--- src/rtl/alu_pkg.sv ---
// Shared defaults and FSM state type for the ALU arbiter.
package alu_pkg;
  localparam int DEF_DATA_W = 32;
  localparam int DEF_SEL_W  = 4;

  typedef enum logic [1:0] {
    IDLE = 2'd0,
    EXEC = 2'd1,
    RESP = 2'd2
  } state_t;
endpackage

--- src/rtl/rr_arb2.sv ---
// Two-way round-robin arbiter: one-hot grant, pointer moves to the loser on update.
module rr_arb2 (
  input  logic       clk,
  input  logic       rst,
  input  logic [1:0] req,
  input  logic       update,
  output logic [1:0] gnt
);
  logic ptr;

  always_comb begin
    gnt = 2'b00;
    case (req)
      2'b01:   gnt = 2'b01;
      2'b10:   gnt = 2'b10;
      2'b11:   gnt = ptr ? 2'b10 : 2'b01;
      default: gnt = 2'b00;
    endcase
  end

  // Granting requester 0 hands priority to requester 1, and vice versa.
  always_ff @(posedge clk or posedge rst) begin
    if (rst)
      ptr <= 1'b0;
    else if (update && (gnt != 2'b00))
      ptr <= gnt[0];
  end
endmodule

--- src/rtl/alu_arbiter.sv ---
// Arbitrates two requesters onto one shared combinational ALU, one op per 3 cycles.
// Handshake: a requester holds req until its one-cycle gnt pulse; done marks res_* valid.
module alu_arbiter
  import alu_pkg::*;
#(
  parameter int DATA_W = DEF_DATA_W,
  parameter int SEL_W  = DEF_SEL_W
) (
  input  logic              clk,
  input  logic              rst,
  input  logic              req0,
  input  logic              req1,
  input  logic [DATA_W-1:0] a0,
  input  logic [DATA_W-1:0] b0,
  input  logic [DATA_W-1:0] a1,
  input  logic [DATA_W-1:0] b1,
  input  logic              cin0,
  input  logic              cin1,
  input  logic [SEL_W-1:0]  sel0,
  input  logic [SEL_W-1:0]  sel1,
  output logic              gnt0,
  output logic              gnt1,
  output logic [DATA_W-1:0] alu_a,
  output logic [DATA_W-1:0] alu_b,
  output logic              alu_cin,
  output logic [SEL_W-1:0]  alu_sel,
  input  logic [DATA_W-1:0] alu_sum,
  input  logic [DATA_W-1:0] alu_mult,
  input  logic              alu_cout,
  input  logic              alu_flag,
  output logic              done,
  output logic              done_id,
  output logic [DATA_W-1:0] res_sum,
  output logic [DATA_W-1:0] res_mult,
  output logic              res_cout,
  output logic              res_flag,
  output logic              busy,
  output logic [1:0]        state_dbg
);
  state_t            state, state_nxt;
  logic              accept;
  logic [1:0]        arb_gnt;
  logic              win_id;
  logic [DATA_W-1:0] op_a, op_b;
  logic              op_cin;
  logic [SEL_W-1:0]  op_sel;

  rr_arb2 u_arb (
    .clk    (clk),
    .rst    (rst),
    .req    ({req1, req0}),
    .update (accept),
    .gnt    (arb_gnt)
  );

  always_ff @(posedge clk or posedge rst) begin
    if (rst) state <= IDLE;
    else     state <= state_nxt;
  end

  always_comb begin
    state_nxt = state;
    accept    = 1'b0;
    case (state)
      IDLE: if (req0 || req1) begin
        accept    = 1'b1;
        state_nxt = EXEC;
      end
      EXEC:    state_nxt = RESP;
      RESP:    state_nxt = IDLE;
      default: state_nxt = IDLE;
    endcase
  end

  // Operands latch on acceptance; results and owner latch at the end of EXEC.
  always_ff @(posedge clk or posedge rst) begin
    if (rst) begin
      win_id   <= 1'b0;
      op_a     <= '0;
      op_b     <= '0;
      op_cin   <= 1'b0;
      op_sel   <= '0;
      done_id  <= 1'b0;
      res_sum  <= '0;
      res_mult <= '0;
      res_cout <= 1'b0;
      res_flag <= 1'b0;
    end else begin
      if (accept) begin
        win_id <= arb_gnt[1];
        op_a   <= arb_gnt[1] ? a1   : a0;
        op_b   <= arb_gnt[1] ? b1   : b0;
        op_cin <= arb_gnt[1] ? cin1 : cin0;
        op_sel <= arb_gnt[1] ? sel1 : sel0;
      end
      if (state == EXEC) begin
        done_id  <= win_id;
        res_sum  <= alu_sum;
        res_mult <= alu_mult;
        res_cout <= alu_cout;
        res_flag <= alu_flag;
      end
    end
  end

  assign gnt0      = (state == EXEC) && !win_id;
  assign gnt1      = (state == EXEC) &&  win_id;
  assign alu_a     = op_a;
  assign alu_b     = op_b;
  assign alu_cin   = op_cin;
  assign alu_sel   = (state == EXEC) ? op_sel : '0;
  assign done      = (state == RESP);
  assign busy      = (state != IDLE);
  assign state_dbg = state;
endmodule

--- config.mk ---
export PLATFORM = sky130hd
export DESIGN_NAME = alu_arbiter
export DESIGN_NICKNAME = d
export VERILOG_FILES = /design/src/rtl/alu_pkg.sv /design/src/rtl/rr_arb2.sv /design/src/rtl/alu_arbiter.sv
export SDC_FILE = /design/constraint.sdc
export NUM_CORES = 1
export LEC_CHECK = 0
export BUFFER_PORTS_ARGS = -buffer_cell sky130_fd_sc_hd__buf_4
export CELL_PAD_IN_SITES_DETAIL_PLACEMENT = 1
export CELL_PAD_IN_SITES_GLOBAL_PLACEMENT = 1
export CORE_ASPECT_RATIO = 1.1
export CORE_UTILIZATION = 25
export CTS_CLUSTER_SIZE = 40
export DETAILED_ROUTE_END_ITERATION = 7
export GPL_TIMING_DRIVEN = 1
export PLACE_DENSITY_LB_ADDON = 0.08
export SETUP_SLACK_MARGIN = 0.5
export SKIP_LAST_GASP = 1
export SYNTH_ARGS = -nofsm -noshare
export SYNTH_HDL_FRONTEND = slang
export SYNTH_SLANG_ARGS = --single-unit
--- constraint.sdc ---
create_clock -name clk -period 11.4 [get_ports clk]
set_input_delay 1.14 -clock clk [delete_from_list [all_inputs] [get_ports clk]]
set_output_delay 1.14 -clock clk [all_outputs]
set_load 0.05 [all_outputs]
Word-level counts from Yosys, hierarchy flattened
Index checks and enable logic that the tools add are counted.
{ "classes": {"eq_ne": 6, "muxes": 11, "reduce_logical": 8} }
{ "ops": {"columns": ["cell", "count"], "rows": [
  ["2-to-1 mux 32 bit", 2],
  ["2-to-1 mux 4 bit", 2],
  ["equality test 2 bit (second input constant)", 3],
  ["one-hot mux 2 bit (3 select lines)", 1],
  ["equality test 2 x 1 -> 1 bit (second input constant)", 2],
  ["2-to-1 mux 2 bit", 2],
  ["one-hot mux 2 bit (2 select lines)", 1],
  ["nonzero test 2 bit", 2],
  ["logical AND 1 bit", 3],
  ["2-to-1 mux 1 bit", 3],
  ["logical NOT 2 bit", 1],
  ["!= test 2 bit (second input constant)", 1],
  ["logical NOT 1 bit", 1],
  ["logical OR 1 bit", 1]
]} }
{ "totals": {"ff_bits": 140, "inputBits": 208, "out_inout_bits": 142, "word_cells": 37} }

Logic depth before layout (Yosys ltp)
Gate-level depths: netlist (run 1).
{ "depth": {"ltp_word": 4, "mapped_depth": 6, "depth_no_buf": 4} }

Modules after synthesis
Synthesis (run 1) repeated with hierarchy kept, for this count alone.
{ "unflattened": {"cells_unflattened": 528, "area_unflattened_um2": 6456.2} }
{ "modules_own_cells": {"columns": ["mod", "n_inst", "cells_each", "area_per_inst_um2", "seq_area_each_um2"], "rows": [
  ["alu_arbiter", 1, 521, 6397.4, 3478.3],
  ["rr_arb2", 1, 7, 58.8, 25.0]
]} }

Worst setup path after synthesis (run 1)
Ideal clock, no wire load.
{ "synth_path": {"path_type": "register to output", "startpoint": "register state[1], in the netlist state_dbg[1]", "endpoint": "output gnt0", "t_arrival_ns": 1.799, "t_required_ns": 10.260, "path_slack_ns": 8.461, "path_stages_with_launch": 5, "n_path_buf": 2, "cell_sequence": "dfrtp_1 -> nand2b_1 -> buf_2 -> clkbuf_1 -> nor2_1"} }
{ "synth_between": {"elab_chain_cells": 2} }
{ "synth_lines": {"columns": ["item", "line", "text"], "rows": [
  ["start, declared", "alu_arbiter.sv:40", "state_t state, state_nxt;"],
  ["start signal, assigned", "alu_arbiter.sv:58", "else state <= state_nxt;"],
  ["equality test 2 x 1 -> 1 bit", "alu_arbiter.sv:106", "assign gnt0 = (state == EXEC) && !win_id;"],
  ["logical AND 1 bit", "alu_arbiter.sv:106", null],
  ["end, declared", "alu_arbiter.sv:21", "output logic gnt0,"]
]} }
Every way passes these cells.

Worst setup path in the final report (run 1)
{ "layout_path": {"startpoint": "register state[1], in the netlist state_dbg[1]", "endpoint": "output gnt1"} }
{ "layout_between": {"elab_chain_cells": 2} }
{ "layout_lines": {"columns": ["item", "line", "text"], "rows": [
  ["equality test 2 x 1 -> 1 bit", "alu_arbiter.sv:107", "assign gnt1 = (state == EXEC) && win_id;"],
  ["logical AND 1 bit", "alu_arbiter.sv:107", null],
  ["end, declared", "alu_arbiter.sv:22", "output logic gnt1,"]
]} }
Every way passes these cells.

==> results.sh, run 1 <==
export IMPL_period_needed_ns=3.379
export IMPL_tightest_slew_ns=0.9728
export IMPL_overflow=0
export IMPL_drcViolationCount=0
export IMPL_vias_per_cell=4.651
export IMPL_crit_buf_inv=3
export IMPL_holdPathStages=2
export IMPL_root_buffer="clkbuf_16"
export IMPL_timing_final_crit_share_pct=29.64
export IMPL_routed_wl_um=24160
export IMPL_outcome="finished clean"
export IMPL_core_um2=23920
export IMPL_cts_setup_buffers=0
export IMPL_start_kind="flip-flop"
export IMPL_route_detailed_wl_per_inst_um=18.17
export IMPL_maxSlewHeadroom_pct=35.15
export IMPL_max_stage_delay_ns=0.56
export IMPL_io_buffer_count=349
export IMPL_worstPathRequired_ns=10.26
export IMPL_maxCapViolCount=0
export IMPL_cts_tree="yes"
export IMPL_synth_nets=902
export IMPL_cellLeakagePower_nw=4.838
export IMPL_cts_max_path_buffers=2
export IMPL_n_fill_cell=2851
export IMPL_cts_resized_gates=0
export IMPL_drive_gt1_share_pct=39.90
export IMPL_antenna_found_initial=0
export IMPL_critPathKind="flip-flop to primary output"
export IMPL_clkLatencyLatePin_ns=0.43
export IMPL_fin_util_pct=39.95
export IMPL_gp_congestion=0.7172
export IMPL_rows=59
export IMPL_fp_dieH_um=166.8
export IMPL_cts_sinks=140
export IMPL_start_util_pct=25.80
export IMPL_cts_made_buffers=17
export IMPL_cp_max_fo=65
export IMPL_r2r_end="alu_b[25]"
export IMPL_critPathMostFrequentCell="buf_4"
export IMPL_drt_iter0_drc=218
export IMPL_fmax_mhz=296.0
export IMPL_p_per_area_nw_per_um2=354.0
export IMPL_crit_chain="nand2b_2 > inv_2 > buf_4 > and2_1 > buf_4"
export IMPL_rsz0062_at_grt="no"
export IMPL_postCtsHoldBufs=0
export IMPL_hpwl_um=16290
export IMPL_endpoint_kind="primary output"
export IMPL_grt_pass1_vias=6637
export IMPL_hold_viol=0
export IMPL_r2r_start="u_arb.ptr"
export IMPL_clkTransAtPathRegs_ns=0.06
export IMPL_chipWidth_um=151.8
export IMPL_min_to="res_sum[24]"
export IMPL_drt_pass1_iterations=4
export IMPL_maxSlewViolCount=0
export IMPL_min_from="res_sum[24]"
export IMPL_rrSetupSlack_ns=9.17
export IMPL_final_nets=1220
export IMPL_ys_seq_area_share_pct=56.77
export IMPL_setup_viol=0
export IMPL_syn_inst=694
export IMPL_crit_family="buffers and inverters"
export IMPL_route_antenna_remaining_nets=0
export IMPL_synth_warning_count=0
export IMPL_hold_path_class="flip-flop to flip-flop"
export IMPL_htree_levels=4
export IMPL_cpMaxStageDelayCell="buf_4"
export IMPL_reg2reg_depth=4
export IMPL_synth_avg_cell_area_um2=8.892
export IMPL_tns_ns=0
export IMPL_vdd_drop_max_v=0.0001299
export IMPL_grt_usage_pct=19.20
export IMPL_dieArea_um2=25320
export IMPL_syn_to_final_growth_pct=54.85
export IMPL_ioPinCount=350
export IMPL_ys_seq_elements=140
export IMPL_crit_arrival_ns=2.24
export IMPL_grt_pass1_wl_um=38010
export IMPL_antennaDiodeCount=0
export IMPL_timing_clock_skew_ns=0.01406
export IMPL_ys_types=24
export IMPL_syn_area_um2=6171
export IMPL_grt_max_degree=73
export IMPL_vias=6186
export IMPL_cp_startpoint="state_dbg[1]"
worst reg2reg max path: stages (launching register included):
cell and delay [ns]:
dfrtp_1 0.43, a21boi_4 0.75, buf_4 0.56, nor2_1 0.11, o31ai_1 0.28
registers in the layout (all words and copies together) (netlist names), 2 cells and up:
register and flops:
alu_b 32, res_mult 32, op_sel 4, alu_a 32, res_sum 32, state_dbg 2
routing by layer:
layer / vias to the layer above / global-route usage, % / part of all wire (%) / routed length (um)
met3: 33 / 6.896 / 8.2 / 1979
met4: 0 / 6.913 / 2.3 / 566
met5: - / 0 / 0 / 0
met1: 2941 / 23.72 / 42 / 10190
met2: 248 / 30.69 / 47 / 11420
li1: 2964 / - / - / -
area by class of cell:
type	count	area (um2)	area share [%]
flip-flops and latches	140	3503	36.66
inverters	4	20.02	0.2095
repair buffers	358	2688	28.13
clock inverters	14	123.9	1.296
well taps	305	381.6	3.994
clock buffers	18	439.2	4.596
multi-input cells	491	2400	25.11
layout by cell type (no fill, tap or decap), drive strengths merged:
cell type / Yosys / layout
buf: 24 / 358
nand2: 198 / 198
dfrtp: 140 / 140
nor2: 72 / 72
a21oi: 70 / 70
o21ai: 70 / 70
o31ai: 69 / 69
clkbuf: 35 / 18
inv: 4 / 13
and2: 5 / 5
clkinvlp: 0 / 5
nand2b: 2 / 2
a21boi: 1 / 1
nor2b: 1 / 1
a31oi: 1 / 1
a2bb2oi: 1 / 1
a21o: 1 / 1
cells in the mapped netlist:
master / count / area (um2)
nand2_1: 198 / 743.2
dfrtp_1: 140 / 3503
a21oi_1: 70 / 350.3
nor2_1: 70 / 262.8
o21ai_0: 68 / 340.3
o31ai_1: 59 / 442.9
clkbuf_1: 34 / 127.6
buf_2: 20 / 100.1
o31ai_2: 10 / 125.1
and2_1: 5 / 31.28
inv_1: 3 / 11.26
buf_4: 2 / 15.01
buf_6: 2 / 22.52
nand2b_1: 2 / 12.51
nor2_2: 2 / 12.51
a21boi_4: 1 / 18.77
a21o_1: 1 / 7.510
a2bb2oi_1: 1 / 8.760
a31oi_1: 1 / 6.260
clkbuf_2: 1 / 5.000
inv_2: 1 / 3.750
nor2b_1: 1 / 6.260
o21ai_1: 1 / 5.000
o21ai_2: 1 / 8.760
where the power goes:
part / total (W) / leakage (nW) / internal, W / switching (W)
combinational: 0.00197 / 2.85 / 0.000551 / 0.00142
sequential: 0.000870 / 1.73 / 0.000743 / 0.000127
clock: 0.000539 / 0.263 / 0.000293 / 0.000246
total: 0.00338 / 4.84 / 0.00159 / 0.00180
cells by family (layout without fill, tap and decap cells):
family,count (synthesis),in the layout,share of synthesized area (%)
flip-flops,140,140,56.77
AO/OA/AOI/OAI,213,213,21.29
AND/OR/NAND/NOR,278,278,17.32
buffers and inverters,63,394,4.623
worst max path at each step:
| stage | to | slack (ns) | depth (start not counted) |
|---|---|---|---|
| after floorplan | alu_a[0] | 6.51 | 1 |
| after global placement | alu_a[2] | 8.16 | 6 |
| after detailed placement | alu_b[25] | 8.15 | 6 |
| after CTS | gnt1 | 7.92 | 5 |
| after global routing | gnt1 | 7.86 | 5 |
| final | gnt1 | 8.02 | 5 |
metrics by stage:
stage	hold WS [ns]	setup WS (ns)	std cells	power [W]	instance area (um2)
after CTS	0.4797	7.923	1330	0.003437	9555
after global placement	0.4600	8.159	1298	0.002865	8992
final	0.4736	8.021	1330	0.003382	9555
after global routing	0.4963	7.862	1330	0.003581	9555
after detailed placement	0.4646	8.145	1298	0.002885	8992
after floorplan	0.4682	6.507	694	0.002215	6171
Note: power is estimated with default switching activity, not from simulation.
==> run 2: changes to the inputs <==
==> constraint.sdc (replaced) <==
create_clock -name clk -period 3.5 [get_ports clk]
set_input_delay 0.35 -clock clk [delete_from_list [all_inputs] [get_ports clk]]
set_output_delay 0.35 -clock clk [all_outputs]
set_load 0.05 [all_outputs]
==> results.sh, run 2 (synthesis gave the netlist of run 1 again) <==
export IMPL_crit_buf_inv=2
export IMPL_fmax_mhz=430.1
export IMPL_timing_final_crit_share_pct=66.43
export IMPL_tns_ns=0
export IMPL_grt_pass1_wl_um=38380
export IMPL_overflow=0
export IMPL_dieArea_um2=25320
export IMPL_start_util_pct=25.80
export IMPL_grt_max_degree=69
export IMPL_ioPinCount=350
export IMPL_cpMaxStageDelayCell="inv_2"
export IMPL_crit_family="buffers and inverters"
export IMPL_endpoint_kind="primary output"
export IMPL_period_needed_ns=2.325
export IMPL_rsz0062_at_grt="no"
export IMPL_vias=6165
export IMPL_maxSlewHeadroom_pct=47.86
export IMPL_n_fill_cell=2834
export IMPL_cellLeakagePower_nw=4.885
export IMPL_chipWidth_um=151.8
export IMPL_routed_wl_um=24400
export IMPL_timing_clock_skew_ns=0.01386
export IMPL_antenna_found_initial=1
export IMPL_cts_tree="yes"
export IMPL_worstPathRequired_ns=3.15
export IMPL_crit_chain="nand2b_2 > inv_2 > and2_1 > buf_4"
export IMPL_clkTransAtPathRegs_ns=0.07
export IMPL_drcViolationCount=0
export IMPL_final_common_cell="buf_4"
export IMPL_max_stage_delay_ns=0.49
export IMPL_drt_iter0_drc=208
export IMPL_drt_pass1_iterations=4
export IMPL_fp_dieH_um=166.8
export IMPL_cts_made_buffers=17
export IMPL_cts_max_path_buffers=2
export IMPL_final_nets=1224
export IMPL_grt_usage_pct=19.43
export IMPL_p_per_area_nw_per_um2=1153
export IMPL_critPathKind="flip-flop to primary output"
export IMPL_root_buffer="clkbuf_16"
export IMPL_drive_gt1_share_pct=39.94
export IMPL_grt_pass1_vias=6670
export IMPL_syn_to_final_growth_pct=56.14
export IMPL_clkLatencyLatePin_ns=0.42
export IMPL_hold_path_class="input port to flip-flop"
export IMPL_dp_cells=1301
export IMPL_maxSlewViolCount=0
export IMPL_hpwl_um=17060
export IMPL_layout_common_cells="buf_4, nand2_1, dfrtp_1"
export IMPL_hold_viol=0
export IMPL_outcome="finished clean"
export IMPL_final_seq_area_um2=3503
export IMPL_htree_levels=4
export IMPL_route_antenna_remaining_nets=0
export IMPL_final_cells=1335
export IMPL_multi_input_area_um2=2400
export IMPL_setup_viol=0
export IMPL_crit_arrival_ns=1.97
export IMPL_cp_max_fo=39
export IMPL_maxCapViolCount=0
export IMPL_vias_per_cell=4.618
export IMPL_tightest_slew_ns=0.7822
export IMPL_route_detailed_wl_per_inst_um=18.28
export IMPL_cts_setup_buffers=0
export IMPL_core_um2=23920
export IMPL_io_buffer_count=349
export IMPL_rows=59
export IMPL_start_kind="flip-flop"
export IMPL_vdd_drop_max_v=0.0003839
export IMPL_postCtsHoldBufs=1
export IMPL_cts_sinks=140
export IMPL_gp_congestion=0.7416
export IMPL_cts_resized_gates=0
run 2: worst paths after layout:
check	start	end	slack (ns)	depth (start not counted)
min reg2reg	res_sum[2]	res_sum[2]	0.47	2
min in group asynchronous	rst	res_sum[30]	0.37	3
max in group asynchronous	rst	alu_a[25]	2.23	4
min	alu_mult[31]	res_mult[31]	0.11	3
max reg2reg	state_dbg[0]	alu_a[26]	1.59	5
max	state_dbg[1]	gnt1	1.18	4
run 2: final cells by class:
cell class,count,area share (%)
sequential,140,36.36
timing repair buffer,362,28.49
antenna,1,0.02597
inverter,4,0.1948
tap,305,3.961
clock inverter,12,1.324
clock buffer,20,4.740
multi-input combinational,491,24.91
run 2: stage by stage:
| stage | util [%] | hold WS [ns] | total power (W) | setup slack [ns] | instance area, um2 |
|---|---|---|---|---|---|
| after floorplan | - | 0.4554 | 0.007215 | 1.351 | 6175 |
| after global placement | 37.79 | 0.2371 | 0.009362 | 1.564 | 9039 |
| after detailed placement | 37.79 | 0.2371 | 0.009428 | 1.545 | 9039 |
| after CTS | 40.28 | 0.09355 | 0.01128 | 1.119 | 9633 |
| after global routing | 40.29 | 0.09783 | 0.01175 | 1.043 | 9635 |
| final | 40.29 | 0.1136 | 0.01111 | 1.175 | 9635 |
run 2: per-layer routing:
| layer | GRT usage (%) | vias up | routed length (um) |
|---|---|---|---|
| li1 | - | 2971 | - |
| met3 | 7.338 | 18 | 1959 |
| met1 | 23.14 | 2958 | 10300 |
| met2 | 32.45 | 218 | 11840 |
| met4 | 5.652 | 0 | 302 |
| met5 | 0 | - | 0 |
run 2: tightest hold or removal path: stages:
cell and delay (ns):
buf_4 0.07, nand2_1 0.04, nand2_1 0.04
run 2: report_power, final:
part	internal, W	switching (W)	total [W]
logic	0.00182	0.00463	0.00645
clock network	0.00104	0.000780	0.00182
registers	0.00242	0.000419	0.00284
total	0.00528	0.00583	0.0111
==> run 3: changes to the inputs <==
--- a/config.mk
+++ b/config.mk
@@ -5,6 +5,7 @@
 export SDC_FILE = /design/constraint.sdc
 export NUM_CORES = 1
 export LEC_CHECK = 0
+export ABC_AREA = 1
 export BUFFER_PORTS_ARGS = -buffer_cell sky130_fd_sc_hd__buf_4
 export CELL_PAD_IN_SITES_DETAIL_PLACEMENT = 1
 export CELL_PAD_IN_SITES_GLOBAL_PLACEMENT = 1
==> constraint.sdc (replaced) <==
create_clock -name clk -period 2.2 [get_ports clk]
set_input_delay 0.22 -clock clk [delete_from_list [all_inputs] [get_ports clk]]
set_output_delay 0.22 -clock clk [all_outputs]
set_load 0.05 [all_outputs]
==> results.sh, run 3 <==
export IMPL_outcome="finished clean"
export IMPL_final_common_cell="nand2_1"
export IMPL_start_kind="flip-flop"
export IMPL_crit_arrival_ns=1.41
export IMPL_p_per_area_nw_per_um2=1611
export IMPL_fp_dieH_um=172.9
export IMPL_cts_made_buffers=17
export IMPL_synth_edff_count=0
export IMPL_ioPinCount=350
export IMPL_highest_layer="met4"
export IMPL_ys_seq_elements=140
export IMPL_setup_viol=0
export IMPL_layout_common_cells="nand2_1, buf_4, inv_1"
export IMPL_ys_seq_area_share_pct=52.77
export IMPL_synth_avg_cell_area_um2=7.344
export IMPL_vias_per_cell=4.230
export IMPL_root_buffer="clkbuf_16"
export IMPL_wl_met2_um=12520
export IMPL_ys_types=18
export IMPL_fmax_mhz=613.5
export IMPL_synth_area_leaders="dfrtp_1, nand2_1, nand3_1"
export IMPL_async_flop_share_pct=100.0
export IMPL_drive_gt1_share_pct=32.07
export IMPL_timing_final_crit_share_pct=74.08
export IMPL_grt_max_degree=73
export IMPL_rows=62
export IMPL_route_detailed_wl_per_inst_um=15.39
export IMPL_endpoint_kind="primary output"
export IMPL_core_um2=26070
export IMPL_hpwl_um=17430
export IMPL_cellLeakagePower_nw=6.461
export IMPL_route_antenna_remaining_nets=0
export IMPL_maxCapViolCount=0
export IMPL_clkLatencyLatePin_ns=0.42
export IMPL_yosysMostFrequentCell="nand2_1"
export IMPL_place_area_um2=9723
export IMPL_route_met3_wl_um=2296
export IMPL_synth_area_leader_cell="dfrtp_1"
export IMPL_cts_tree="yes"
export IMPL_vdd_drop_max_v=0.0005525
export IMPL_critPathKind="flip-flop to primary output"
export IMPL_routed_wl_um=25730
export IMPL_clkTransAtPathRegs_ns=0.06
export IMPL_dp_cells=1571
export IMPL_cp_max_fo=7
export IMPL_period_needed_ns=1.630
export IMPL_overflow=0
export IMPL_timing_clock_skew_ns=0.01164
export IMPL_drcViolationCount=0
export IMPL_maxSlewHeadroom_pct=51.33
export IMPL_final_cells=1672
export IMPL_vias=7073
export IMPL_syn_inst=904
export IMPL_final_nets=1514
export IMPL_hold_viol=0
export IMPL_synth_warning_count=0
export IMPL_grt_usage_pct=19.29
export IMPL_drt_iter0_drc=264
export IMPL_gp_congestion=0.7249
export IMPL_antenna_found_initial=1
export IMPL_cts_max_path_buffers=2
export IMPL_htree_levels=4
export IMPL_syn_to_final_growth_pct=66.30
export IMPL_n_fill_cell=3214
export IMPL_chipWidth_um=157.4
export IMPL_ys_top_cells_by_count="nand2_1, inv_1, dfrtp_1, nand3_1, buf_2"
export IMPL_wl_met1_um=10630
export IMPL_syn_area_um2=6639
export IMPL_tightest_slew_ns=0.7285
export IMPL_synth_top_area_share_pct=52.77
export IMPL_maxSlewViolCount=0
export IMPL_io_buffer_count=349
export IMPL_fin_area_um2=11040
export IMPL_synth_main_ff_cell="dfrtp_1"
export IMPL_tns_ns=0
export IMPL_grt_pass1_wl_um=40540
export IMPL_start_util_pct=25.47
export IMPL_setup_ws_ns=0.5701
export IMPL_hold_path_class="input port to flip-flop"
export IMPL_rsz0062_at_grt="no"
export IMPL_dieArea_um2=27210
export IMPL_grt_pass1_vias=7614
export IMPL_post_place_ws_ns=0.6565
export IMPL_worstPathRequired_ns=1.98
export IMPL_synth_nets=1112
export IMPL_drt_pass1_iterations=4
export IMPL_cts_sinks=140
## run 3: kinds of logic after synthesis
| logic type | count (synthesis) | synth area share (%) |
|---|---|---|
| compound gates | 3 | 0.2826 |
| buf+inv | 199 | 12.25 |
| flops | 140 | 52.77 |
| simple gates | 562 | 34.70 |
## run 3: timing repair
item,in CTS,in global routing
hold buffers,62,0
cloned,0,1
endpoints found under the hold margin,81,0
setup buffers,1,4
endpoints found under the setup margin,6,48
resized for setup,4,14
## run 3: cell type report
type / instances / area (um2) / share of cell area (%)
clock buffer: 18 / 439.2 / 3.978
inverter: 148 / 559.3 / 5.066
multi-input combinational: 565 / 2387 / 21.62
timing repair buffer: 434 / 3581 / 32.43
tap: 352 / 440.4 / 3.989
clock inverter: 14 / 126.4 / 1.145
antenna: 1 / 2.502 / 0.02267
sequential: 140 / 3505 / 31.74
## run 3: worst paths after layout
path,start,to,slack [ns],cells past startpoint
setup / recovery,state_dbg[1],alu_sel[1],0.57,5
hold / removal,alu_sum[24],res_sum[24],0.02,3
setup reg to reg,state_dbg[1],alu_a[28],0.69,7
hold reg to reg,res_mult[26],res_mult[26],0.48,2
max in group asynchronous,rst,res_sum[16],1.07,4
min in group asynchronous,rst,alu_b[29],0.48,3
## run 3: per-layer routing
| layer | vias up | GRT usage (%) |
|---|---|---|
| met4 | 0 | 4.773 |
| met3 | 18 | 6.667 |
| met2 | 217 | 33.46 |
| met5 | - | 0 |
| li1 | 3491 | - |
| met1 | 3347 | 22.47 |
## run 3: where the power goes
group	total, W	internal, W	switching (W)
logic	0.0104	0.00305	0.00739
clock network	0.00278	0.00151	0.00127
registers	0.00455	0.00384	0.000711
## run 3: worst max-delay path: stages, from the launching register on
cell     delay, ns
dfrtp_1       0.40
inv_2         0.09
nand2_4       0.08
buf_12        0.16
nor2_4        0.07
buf_4         0.19
## run 3: stage by stage
stage	util [%]	hold slack [ns]	power (W)
2_1_floorplan	-	0.3296	0.01132
3_3_place_gp	37.30	0.3884	0.01474
5_1_grt	42.35	0.01857	0.01892
6_report	42.36	0.02359	0.01778
4_1_cts	41.95	0.004182	0.01785
3_5_place_dp	37.30	0.3895	0.01484
